$ cat src/rtl/risc_core_ws.sv
// Parametrised accumulator core running the eight-opcode ISA over a split valid/ready memory port.
// Request fields are registered from the next state, so the memory port never glitches.
module risc_core_ws #(
  parameter int unsigned DATA_W = 8,
  parameter int unsigned ADDR_W = 13
) (
  input  logic              clk,
  input  logic              rst,
  output logic              mem_req,
  output logic              mem_we,
  output logic [ADDR_W-1:0] mem_addr,
  output logic [DATA_W-1:0] mem_wdata,
  input  logic [DATA_W-1:0] mem_rdata,
  input  logic              mem_ready,
  input  logic              resume,
  output logic              halted,
  output logic              retire,
  output logic [DATA_W-1:0] acc_out,
  output logic [ADDR_W-1:0] pc_out,
  output logic              zero
);

  typedef enum logic [2:0] {
    StBoot, StFetchHi, StFetchLo, StExec, StMemRd, StMemWr, StHalt
  } state_e;

  localparam logic [2:0] OpHlt = 3'd0;
  localparam logic [2:0] OpSkz = 3'd1;
  localparam logic [2:0] OpAdd = 3'd2;
  localparam logic [2:0] OpAnd = 3'd3;
  localparam logic [2:0] OpXor = 3'd4;
  localparam logic [2:0] OpSto = 3'd6;
  localparam logic [2:0] OpJmp = 3'd7;

  state_e            r_state, w_state_nxt;
  logic [ADDR_W-1:0] r_pc, w_pc_nxt;
  logic [DATA_W-1:0] r_acc, w_acc_nxt;
  logic [DATA_W-1:0] r_ir_hi, w_ir_hi_nxt;
  logic [DATA_W-1:0] r_ir_lo, w_ir_lo_nxt;
  logic              r_mem_req, w_mem_req_nxt;
  logic              r_mem_we, w_mem_we_nxt;
  logic [ADDR_W-1:0] r_mem_addr, w_mem_addr_nxt;
  logic [DATA_W-1:0] r_mem_wdata, w_mem_wdata_nxt;
  logic              w_done;
  logic              w_zero;
  logic              w_retire;
  logic [2:0]        w_opcode;
  logic [ADDR_W-1:0] w_operand;
  logic              w_unused_hi;

  assign w_opcode    = r_ir_hi[DATA_W-1 -: 3];
  assign w_operand   = {r_ir_hi[ADDR_W-DATA_W-1:0], r_ir_lo};
  // Bits between the operand field and the opcode carry no meaning.
  assign w_unused_hi = ^r_ir_hi;
  assign w_done      = r_mem_req & mem_ready;
  assign w_zero      = (r_acc == '0);

  always_comb begin
    w_state_nxt = r_state;
    w_pc_nxt    = r_pc;
    w_acc_nxt   = r_acc;
    w_ir_hi_nxt = r_ir_hi;
    w_ir_lo_nxt = r_ir_lo;
    w_retire    = 1'b0;
    unique case (r_state)
      StBoot: w_state_nxt = StFetchHi;
      StFetchHi: begin
        if (w_done) begin
          w_ir_hi_nxt = mem_rdata;
          w_pc_nxt    = r_pc + ADDR_W'(1);
          w_state_nxt = StFetchLo;
        end
      end
      StFetchLo: begin
        if (w_done) begin
          w_ir_lo_nxt = mem_rdata;
          w_pc_nxt    = r_pc + ADDR_W'(1);
          w_state_nxt = StExec;
        end
      end
      StExec: begin
        case (w_opcode)
          OpHlt: begin
            w_state_nxt = StHalt;
            w_retire    = 1'b1;
          end
          OpSkz: begin
            if (w_zero) w_pc_nxt = r_pc + ADDR_W'(2);
            w_state_nxt = StFetchHi;
            w_retire    = 1'b1;
          end
          OpJmp: begin
            w_pc_nxt    = w_operand;
            w_state_nxt = StFetchHi;
            w_retire    = 1'b1;
          end
          OpSto:   w_state_nxt = StMemWr;
          default: w_state_nxt = StMemRd;
        endcase
      end
      StMemRd: begin
        if (w_done) begin
          case (w_opcode)
            OpAdd:   w_acc_nxt = r_acc + mem_rdata;
            OpAnd:   w_acc_nxt = r_acc & mem_rdata;
            OpXor:   w_acc_nxt = r_acc ^ mem_rdata;
            default: w_acc_nxt = mem_rdata;
          endcase
          w_state_nxt = StFetchHi;
          w_retire    = 1'b1;
        end
      end
      StMemWr: begin
        if (w_done) begin
          w_state_nxt = StFetchHi;
          w_retire    = 1'b1;
        end
      end
      StHalt: begin
        if (resume) w_state_nxt = StFetchHi;
      end
      default: w_state_nxt = StBoot;
    endcase
  end

  // Request fields for the state being entered; held unchanged while a transaction waits.
  always_comb begin
    w_mem_req_nxt   = 1'b0;
    w_mem_we_nxt    = 1'b0;
    w_mem_addr_nxt  = r_mem_addr;
    w_mem_wdata_nxt = r_mem_wdata;
    unique case (w_state_nxt)
      StFetchHi, StFetchLo: begin
        w_mem_req_nxt  = 1'b1;
        w_mem_addr_nxt = w_pc_nxt;
      end
      StMemRd: begin
        w_mem_req_nxt  = 1'b1;
        w_mem_addr_nxt = w_operand;
      end
      StMemWr: begin
        w_mem_req_nxt   = 1'b1;
        w_mem_we_nxt    = 1'b1;
        w_mem_addr_nxt  = w_operand;
        w_mem_wdata_nxt = r_acc;
      end
      default: ;
    endcase
  end

  always_ff @(posedge clk or posedge rst) begin
    if (rst) begin
      r_state     <= StBoot;
      r_pc        <= '0;
      r_acc       <= '0;
      r_ir_hi     <= '0;
      r_ir_lo     <= '0;
      r_mem_req   <= 1'b0;
      r_mem_we    <= 1'b0;
      r_mem_addr  <= '0;
      r_mem_wdata <= '0;
    end else begin
      r_state     <= w_state_nxt;
      r_pc        <= w_pc_nxt;
      r_acc       <= w_acc_nxt;
      r_ir_hi     <= w_ir_hi_nxt;
      r_ir_lo     <= w_ir_lo_nxt;
      r_mem_req   <= w_mem_req_nxt;
      r_mem_we    <= w_mem_we_nxt;
      r_mem_addr  <= w_mem_addr_nxt;
      r_mem_wdata <= w_mem_wdata_nxt;
    end
  end

  assign mem_req   = r_mem_req;
  assign mem_we    = r_mem_we;
  assign mem_addr  = r_mem_addr;
  assign mem_wdata = r_mem_wdata;
  assign halted    = (r_state == StHalt);
  assign retire    = w_retire;
  assign acc_out   = r_acc;
  assign pc_out    = r_pc;
  assign zero      = w_zero;

endmodule

$ cat config.mk
export PLATFORM = sky130hd
export DESIGN_NAME = risc_core_ws
export DESIGN_NICKNAME = d
export VERILOG_FILES = /design/src/rtl/risc_core_ws.sv
export SDC_FILE = /design/constraint.sdc
export NUM_CORES = 1
export LEC_CHECK = 0
export BUFFER_PORTS_ARGS = -buffer_cell sky130_fd_sc_hd__buf_2
export CAP_MARGIN = 20
export CORE_MARGIN = 10
export CORE_UTILIZATION = 29
export DETAILED_ROUTE_END_ITERATION = 12
export SLEW_MARGIN = 20
export SYNTH_ARGS = -nofsm -noshare
export SYNTH_HDL_FRONTEND = slang
export SYNTH_SLANG_ARGS = --single-unit
$ cat constraint.sdc
create_clock -name clk -period 5 [get_ports clk]
set_input_delay 1 -clock clk [delete_from_list [all_inputs] [get_ports clk]]
set_output_delay 1 -clock clk [all_outputs]
set_load 0.005 [all_outputs]
; After elaboration in Yosys (flattened, before gate mapping)
; Index checks and enable logic that the tools add are counted.
[op_classes]
add_sub_neg = 3
n_eq_ne = 16
n_mux = 17
bitwise = 3
reduce_logical = 14
[op_table]
columns = cell, count
row1 = $pmux 13 s2, 3
row2 = $mux 13, 2
row3 = $eq 3x3->1 const B, 8
row4 = $pmux 8 s3, 1
row5 = $pmux 3 s6, 1
row6 = $eq 3x2->1 const B, 5
row7 = $add 13x1->13 const B, 1
row8 = $add 13x2->13 const B, 1
row9 = $mux 3, 4
row10 = $reduce_or 2->1, 5
row11 = $eq 3x1->1 const B, 3
row12 = $pmux 3 s3, 1
row13 = $add 8x8->8, 1
row14 = $and 8x8->8, 1
row15 = $logic_not 8->1, 1
row16 = $xor 8x8->8, 1
row17 = $logic_not 3->1, 2
row18 = $reduce_and 2->1, 3
row19 = $mux 1, 4
row20 = $reduce_or 4->1, 1
row21 = $reduce_or 3->1, 1
row22 = $pmux 1 s2, 1
row23 = $reduce_bool 2->1, 1
row24 = $and 1x1->1, 1
[totals]
register_bits = 63
in_bits = 12
out_inout_bits = 47
word_cells = 62

; Logic depth before layout (Yosys ltp)
; Gate-level depths: netlist of run 1.
[depth]
word_depth = 7
depth_mapped = 9
depth_no_buf = 8

; Worst setup path after synthesis of run 1
; No wires, ideal clock.
[synth_timing]
path_kind = input port to flip-flop
startpoint = input port mem_rdata[0]
endpoint = register r_acc[6], in the netlist acc_out[6]
setup_time_ps = 149
arrival_ps = 2490
required_time_ps = 4851
slack_ps = 2361
stages = 8
n_path_buf = 0
path_cell_list = ha_1 > fa_1 > a21o_1 > a21oi_1 > o211ai_1 > xor2_1 > o221ai_1 > a31oi_1
[synth_via]
elab_chain_cells = 2
[synth_lines]
columns = element, line
row1 = from (decl), 13  ; input logic [DATA_W-1:0] mem_rdata,
row2 = $add 8x8->8, 104  ; OpAdd: w_acc_nxt = r_acc + mem_rdata;
row3 = $pmux 8 s3, 103  ; case (w_opcode)
row4 = to (signal assigned), 165  ; r_acc <= w_acc_nxt;
row5 = to (decl), 37  ; logic [DATA_W-1:0] r_acc, w_acc_nxt;
; Every way passes these cells.
; A chain may end at the register's enable or synchronous reset.

; Worst setup path in the final report of run 1
[layout_timing]
startpoint = register r_ir_hi[6]
endpoint = output port retire
[layout_via]
elab_chain_cells = 4
word_cells_on_any_way = 6
classes_between = 2 x eq/ne / 2 x mux / 2 x reduce/logical
[layout_lines]
columns = element, line
row1 = from (decl), 38  ; logic [DATA_W-1:0] r_ir_hi, w_ir_hi_nxt;
row2 = from (signal assigned), 166  ; r_ir_hi <= w_ir_hi_nxt;
row3 = $eq 3x1->1 (tied with other cells), 82  ; case (w_opcode)
row4 = $reduce_or 3->1 (no line) *, -
row5 = $mux 1 *, 82
row6 = $pmux 1 s2 *, 65  ; unique case (r_state)
row7 = to (decl), 17  ; output logic retire,
; Every way passes the cells marked *; elsewhere a longest branch is shown, timed or not.

==> metrics.md, run 1 <==
| Metric | Value |
|---|---|
| Maximum VDD drop | around 0.22 mV |
| Nets | slightly below 500 |
| Worst hold margin | 0.500 ns |
| Number of synthesized register bits | 63 |
| Final min period | between 3 and 4 ns |
| Worst hold path class | reg -> reg |
| Vias per cell | around 5.6 |
| Clock root cell | clkbuf_16 |
| Clk pwr share | between 20% and 30% |
| Worst r2r src | r_ir_hi[6]$_DFFE_PP0P_ |
| Initial antenna violation count | 0 |
| CP Class | reg -> out |
| Die Ht | between 100 and 150 um |
| Wire per inst | a little under 20 um |
| R2r setup slk | between 1.5 and 2 ns |
| RSZ-0062 raised after global routing | false |
| Global Route Usage Sum | 13.8% |
| Mean Syn Cell Area | ~9.4 sq um |
| Peak fanout along the critical path | 27 |
| Number of synthesized flops with an enable pin | 0 |
| Synth Cell Area | a little under 4000 sq um |
| CP startpoint | r_ir_hi[6]$_DFFE_PP0P_ |
| CTS sink count | 63 |
| DRT Pass-1 Iters | 5 |
| Overflow after GRT | 0 |
| Clock tree buffer depth | 2 |
| Detailed Route Iter0 Violations | between 300 and 400 |
| Largest cells by area after synthesis | dfrtp_1 (40%), mux2_2 (6.6%), nand2_1 (4.1%) |
| Req. time, crit path | ~4.0 ns |
| Die W | between 100 and 150 um |
| Max Slew Vio Count | 0 |
| Total of max-cap violations | 0 |
| Sum of negative setup slack | 0 ns |
| DP Wirelength | approximately 9400 um |
| Worst-Margin Slew | roughly 1.1 ns |
| FFs w/ async S/R, synth | 100% |
| Sequential fraction of the synthesis area | 40.0% |
| Largest net degree at the start of global routing | 45 |
| Fmax achieved | approximately 0.31 GHz |
| First-pass GRT wire length | between 15000 and 20000 um |
| Clock slew at reported path FFs | around 0.050 ns |
| CTS Hold Buffers Added | 0 |
| Startpoint Class | flip-flop |
| Routability cong. | between 0.9 and 1 |
| Routed WL | around 12000 um |
| Syn Nets | approximately 440 |
| H-Tree Depth | 3 |
| Clock insertion delay at the later pin of the skew report | roughly 0.34 ns |
| Power Total | around 3.2 mW |
| Final Skew | 0.00672 ns |
| Worst setup path end | retire |
| Post-route ant nets | 0 |
| Slew HR | 28.7% |
| Status | completed |
| Cell Pwr Density | ~680 nW/um^2 |
| Final hold viol count | 0 |
| Crit path DAT | between 2 and 2.5 ns |
| Storage element area | about 1600 sq um |
| CP endpoint kind | primary output |
| Sw Ratio | between 40% and 50% |
| FF-to-FF End | mem_wdata[5]$_DFFE_PP0P_ |
| Area of the multi-input gates | about 2200 sq um |
| Final setup fails | 0 |
| Core Area | 13300 sq um |
| Starting Density | 29.6% |
| Psw | ~1.4 mW |
| P&R area growth vs syn | 17.7% |
| Share of layout cells above drive strength 1 | around a quarter |
| Area share of the largest cell type after synthesis | roughly 40% |
| Row count | 42 |
| Mapped Cells | 420 |
| CTS tree | yes |
| DRC Markers | 0 |
| Cts bufs inserted | 9 |
| Largest area contributor in the netlist | dfrtp_1 |
| Vias in the first global route | 3563 |
| Comb pwr share | about 45% |
| DR vias | about 3600 |
| Leak | approximately 2.0 nW |
| Antenna cells | 0 |
| Fillers | 1370 |
| Main synth FF type | dfrtp_1 |
| Period Utilization, post-route | a little under two thirds |
| Port Buf Inserts | 58 |
| Resized Gates After CTS | 0 |
| Ports | 59 |
| Worst reg-to-reg path cell count | 6 |
| Die area | around 19000 sq um |
| Sequential power share | between 30% and 40% |
| Internal power | 1.79 mW |
| Yosys warnings | 0 |
| Total setup buffers inserted after CTS | 0 |
| Netlist cell types | 66 |
[worst min-delay path by stage]
| stage | from | to | slack [ns] | cells after the start |
|---|---|---|---|---|
| 3_5_place_dp | mem_wdata[1]$_DFFE_PP0P_ | mem_wdata[1]$_DFFE_PP0P_ | 0.49 | 1 |
| 2_1_floorplan | r_ir_hi[3]$_DFFE_PP0P_ | pc_out[11]$_DFF_PP0_ | 0.46 | 2 |
| 5_1_grt | mem_wdata[0]$_DFFE_PP0P_ | mem_wdata[0]$_DFFE_PP0P_ | 0.53 | 1 |
| 3_3_place_gp | mem_wdata[7]$_DFFE_PP0P_ | mem_wdata[7]$_DFFE_PP0P_ | 0.49 | 1 |
| 6_report | mem_wdata[0]$_DFFE_PP0P_ | mem_wdata[0]$_DFFE_PP0P_ | 0.50 | 1 |
| 4_1_cts | mem_wdata[0]$_DFFE_PP0P_ | mem_wdata[0]$_DFFE_PP0P_ | 0.51 | 1 |
[state kept, by name, indices dropped and copies added (netlist names)]
name and count:
r_state 3, mem_addr 13, mem_we 1, acc_out 8
r_ir_hi 8, mem_req 1, r_ir_lo 8, mem_wdata 8
pc_out 13
[synth_stat cells, types with 4 or more instances]
cell type	n
xnor2_1	6
nand4_1	4
nand2_1	43
a31oi_1	9
nand3_1	23
nor3_1	10
o211ai_1	12
o221ai_1	8
xor2_1	4
mux2_2	23
a221o_1	6
a21oi_1	18
or3_1	6
and3_1	9
inv_1	17
buf_6	4
o21ai_0	24
a211oi_1	4
or4_1	4
and3b_1	4
a21o_1	5
o22ai_1	7
dfrtp_1	63
ha_1	10
clkbuf_1	10
buf_2	7
nor2_1	22
[stage by stage]
stage	cells	setup WS, ns	cell area [sq um]	utilization (%)
after floorplan	420	2.36	3940	-
after global placement	632	1.68	4330	32.6
after detailed placement	632	1.63	4330	32.6
after CTS	648	1.80	4630	34.9
after global routing	648	1.62	4630	34.9
final	648	1.81	4630	34.9
[placed cells by master, fill, tap and decap left out, drive strengths merged, types with 5 or more instances in the layout]
master	synthesis	routed
dfrtp	63	63
buf	14	60
nand2	43	43
o21ai	24	24
nor2	24	24
mux2	23	23
nand3	23	23
inv	20	20
a21oi	18	18
o211ai	12	12
clkbuf	10	12
nor3	11	11
ha	10	10
and3	9	9
a31oi	9	9
o221ai	8	8
o22ai	7	7
xnor2	6	6
a221o	6	6
or3	6	6
a21o	5	5
[logic make-up (layout without fill, tap and decap cells)]
logic type | Yosys count | after routing | share of synthesized area (%)
adder cells (fa/ha/maj) | 12 | 12 | 3.94
buffers and inverters | 44 | 96 | 5.37
multiplexers | 24 | 24 | 6.83
flip-flops | 63 | 63 | 40.0
AND/OR/NAND/NOR | 146 | 146 | 20.0
XOR/XNOR | 10 | 10 | 2.22
AO/OA/AOI/OAI | 121 | 121 | 21.6
[final cells by class]
type | instances | share of cell area, %
Multi-Input combinational cell | 313 | 46.4
Sequential cell | 63 | 34.0
Timing Repair Buffer | 60 | 6.59
Clock buffer | 12 | 5.10
Tap cell | 176 | 4.75
Inverter | 20 | 1.62
Clock inverter | 4 | 1.51
[worst max-delay path, stage by stage, from the launching register on]
cell,delay [ns]
dfrtp_1,0.90
and3_1,0.53
o21ai_0,0.16
o21ai_0,0.11
buf_2,0.14
[power by group through the flow]
| stage | registers (mW) | logic [mW] | clock network (mW) |
|---|---|---|---|
| finish | 1.09 | 1.41 | 0.658 |
| global route | 1.14 | 1.58 | 0.695 |
| CTS | 1.08 | 1.43 | 0.670 |
| detailed placement | 1.09 | 1.43 | 0 |
| global placement | 1.08 | 1.40 | 0 |
| floorplan | 0.907 | 1.12 | 0 |
[routing by layer]
layer  track usage, %  wire, um  vias up
met5                0         0        -
met2             22.4      6070      119
met1             17.5      5490     1773
met4             4.32       160        0
li1                 -         -     1698
met3             3.30       775       14
Note: power is estimated with default switching activity, not from simulation.
==> run 2: changes to the inputs <==
- ABC_AREA: default -> 1
- clock period: 5 -> 2.95 ns (I/O delays scaled with it)
==> run 2 against run 1 <==
Effect of this change: synthesized area increased by 1.9%; clock power is 85% higher; final area increased by 6.6%; combinational power rose by 110%; critical path type unchanged; largest cell class unchanged.
==> metrics.md, run 2 <==
| Metric | Value |
|---|---|
| Netlist cell types | 32 (was 66) |
| Number of synthesized flops with an enable pin | 0 (unchanged) |
| Overflow after GRT | 0 (unchanged) |
| Final hold viol count | 0 (unchanged) |
| Worst-Margin Slew | 0.948 ns (was 1.06 ns) |
| Req. time, crit path | 2.36 ns (was 4.00 ns) |
| Starting Density | 30.0% (was 29.6%) |
| Cell Pwr Density | 1190 nW/um^2 (was 682 nW/um^2) |
| Largest net degree at the start of global routing | 27 (was 45) |
| Number of synthesized register bits | 63 (unchanged) |
| Status | completed (unchanged) |
| CP endpoint kind | primary output (unchanged) |
| Layer with the highest usage | met2 (unchanged) |
| Total setup buffers inserted after CTS | 0 (unchanged) |
| Mean Syn Cell Area | 6.77 sq um (was 9.38 sq um) |
| DP Wirelength | 9660 um (was 9420 um) |
| FFs w/ async S/R, synth | 100% (unchanged) |
| Leak | 2.54 nW (was 2.05 nW) |
| Main synth FF type | dfrtp_1 (unchanged) |
| Max Slew Vio Count | 0 (unchanged) |
| CTS tree | yes (unchanged) |
| Clk pwr share | 20.7% (was 20.8%) |
| H-Tree Depth | 3 (unchanged) |
| Internal power | 3.20 mW (was 1.79 mW) |
| Nets | 687 (was 490) |
| Slowest stage cell on the critical path | dfrtp_1 (unchanged) |
| Sw Ratio | 45.8% (was 43.5%) |
| Delay-heaviest family, CP | flip-flops (unchanged) |
| Crit path DAT | 1.62 ns (was 2.19 ns) |
| RSZ-0062 raised after global routing | false (unchanged) |
| Startpoint Class | flip-flop (unchanged) |
| Place WS | 0.513 ns (was 1.63 ns) |
| Sum of negative setup slack | 0 ns (unchanged) |
| Maximum VDD drop | 0.429 mV (was 0.224 mV) |
| Routability cong. | 0.917 (was 0.915) |
| Power Total | 5.89 mW (was 3.16 mW) |
| Die Ht | 138 um (was 137 um) |
| CTS Hold Buffers Added | 0 (unchanged) |
| Syn Nets | 616 (was 443) |
| CP Class | reg -> out (unchanged) |
| Die area | 19000 sq um (was 18600 sq um) |
| Mapped Cells | 593 (was 420) |
| Antenna cells | 0 (unchanged) |
| Final setup fails | 0 (unchanged) |
| Port Buf Inserts | 58 (unchanged) |
| Final Skew | 0.00388 ns (was 0.00672 ns) |
| DRC Markers | 0 (unchanged) |
| Area share of the largest cell type after synthesis | 39.3% (was 40.0%) |
| Fillers | 1464 (was 1370) |
| Vias per cell | 4.90 (was 5.56) |
| GR Util met2 | 21.8% (was 22.4%) |
| Largest cells by area after synthesis | dfrtp_1 (39%), nand2_1 (18%), nand3_1 (6.2%) (was dfrtp_1 (40%), mux2_2 (6.6%), nand2_1 (4.1%)) |
| Wire per inst | 15.3 um (was 19.3 um) |
| Slew HR | 36.3% (was 28.7%) |
| Detailed Route Iter0 Violations | 273 (was 394) |
| Yosys warnings | 0 (unchanged) |
| Clock tree buffer depth | 2 (unchanged) |
| Synth Cell Area | 4020 sq um (was 3940 sq um) |
| Clock slew at reported path FFs | 0.05 ns (about the same) |
| First-pass GRT wire length | 20800 um (was 20000 um) |
| Slack of the critical path | 0.744 ns (was 1.81 ns) |
| Grt met1 use | 17.8% (was 17.5%) |
| Psw | 2.70 mW (was 1.38 mW) |
| DR vias | 4139 (was 3604) |
| Vias in the first global route | 4030 (was 3563) |
| Clock root cell | clkbuf_16 (unchanged) |
| Placed Area | 4600 sq um (was 4330 sq um) |
| Die W | 138 um (was 137 um) |
| P&R area growth vs syn | 23.1% (was 17.7%) |
| Top cells by count, synth | nand2_1 (196), nor2_1 (64), dfrtp_1 (63) (was dfrtp_1 (63), nand2_1 (43), o21ai_0 (24)) |
| Util after Layout | 36.9% (was 34.9%) |
| Critical path buffer and inverter count | 2 (was 1) |
| Largest area contributor in the netlist | dfrtp_1 (unchanged) |
| Comb pwr share | 49.7% (was 44.7%) |
| Ports | 59 (unchanged) |
| CTS sink count | 63 (unchanged) |
| Resized Gates After CTS | 0 (unchanged) |
| Routed WL | 12900 um (was 12500 um) |
| Commonest non-fill, non-tap cell in the layout | nand2_1 (was dfrtp_1) |
| Sequential fraction of the synthesis area | 39.3% (was 40.0%) |
| Final Instance Area | 4940 sq um (was 4630 sq um) |
| Clock insertion delay at the later pin of the skew report | 0.34 ns (about the same) |
| Initial antenna violation count | 0 (unchanged) |
| Row count | 42 (unchanged) |
| Met3 usage | 3.71% (was 3.30%) |
| Share of layout cells above drive strength 1 | 15.8% (was 23.5%) |
| Cts bufs inserted | 9 (unchanged) |
| Most frequent cells in the layout | nand2_1 (196), nor2_1 (64), dfrtp_1 (63), buf_2 (58), inv_1 (55) (was dfrtp_1 (63), buf_2 (58), nand2_1 (43), o21ai_0 (24)) |
| Period Utilization, post-route | 74.8% |
| Post-route ant nets | 0 (unchanged) |
| DRT Pass-1 Iters | 5 (unchanged) |
| Most frequent cell after synthesis | nand2_1 (was dfrtp_1) |
| Final min period | 2.21 ns |
| CP max stage delay | 0.48 ns (was 0.90 ns) |
| Sequential power share | 29.6% (was 34.5%) |
| Global Route Usage Sum | 13.9% (was 13.8%) |
| Total of max-cap violations | 0 (unchanged) |
| Crit-path cells | nand3_2 -> buf_4 -> o31ai_1 -> buf_2 (was and3_1 -> o21ai_0 -> o21ai_0 -> buf_2) |
| Core Area | 13400 sq um (was 13300 sq um) |
| Worst hold path class | in -> async (was reg -> reg) |
| Fmax achieved | around 0.45 GHz |
| Peak fanout along the critical path | 14 (was 27) |
[run 2: layer usage]
metal  wire (um)  share of wire [%]  vias to the layer above
met3         841                6.5                       19
met1        6060                 47                     1910
met4         308                2.4                        0
met5           0                  0                        -
li1            -                  -                     2075
met2        5730                 44                      135
[run 2: kinds of logic (layout without fill, tap and decap cells)]
kind of cell,Yosys count,count (layout),share of synthesized area (%)
xor gates and xnor gates,5,5,1.09
adders and majority gates,11,11,3.61
DFF,63,63,39.3
and+or+nand+nor,330,330,34.1
buffers and inverters,79,155,7.79
AOI/OAI and AO/OA,105,105,14.1
[run 2: final timing paths]
| path | startpoint | to | slack, ns | cells past startpoint |
|---|---|---|---|---|
| setup / recovery | r_state[0]$_DFF_PP0_ | retire | 0.74 | 4 |
| hold / removal | rst | acc_out[5]$_DFFE_PP0P_ | 0.32 | 2 |
| setup reg to reg | mem_req$_DFF_PP0_ | mem_addr[7]$_DFFE_PP0P_ | 0.75 | 11 |
| hold reg to reg | mem_addr[5]$_DFFE_PP0P_ | mem_addr[5]$_DFFE_PP0P_ | 0.48 | 2 |
| max in group asynchronous | rst | r_state[2]$_DFF_PP0_ | 1.93 | 3 |
| min in group clk | mem_addr[5]$_DFFE_PP0P_ | mem_addr[5]$_DFFE_PP0P_ | 0.48 | 2 |
[run 2: power by group through the flow]
stage / clock (mW) / combinational [mW] / sequential, mW
final: 1.22 / 2.93 / 1.74
after global routing: 1.27 / 3.37 / 1.80
after CTS: 1.24 / 2.95 / 1.74
after detailed placement: 0 / 2.94 / 1.75
after global placement: 0 / 2.90 / 1.75
after floorplan: 0 / 1.95 / 1.64
[run 2: through the flow]
stage | instances | hold WS, ns
5_1_grt | 845 | 0.355
3_3_place_gp | 829 | 0.465
3_5_place_dp | 829 | 0.467
4_1_cts | 845 | 0.332
2_1_floorplan | 593 | 0.472
6_report | 845 | 0.315
[run 2: area by class of cell]
cell class / count / area (sq um) / share of cell area (%)
flip-flops and latches: 63 / 1580 / 31.9
repair buffers: 76 / 438 / 8.86
clock buffers: 14 / 284 / 5.75
clock inverters: 2 / 60.1 / 1.22
multi-input cells: 451 / 2130 / 43.0
well taps: 176 / 220 / 4.46
inverters: 63 / 236 / 4.79
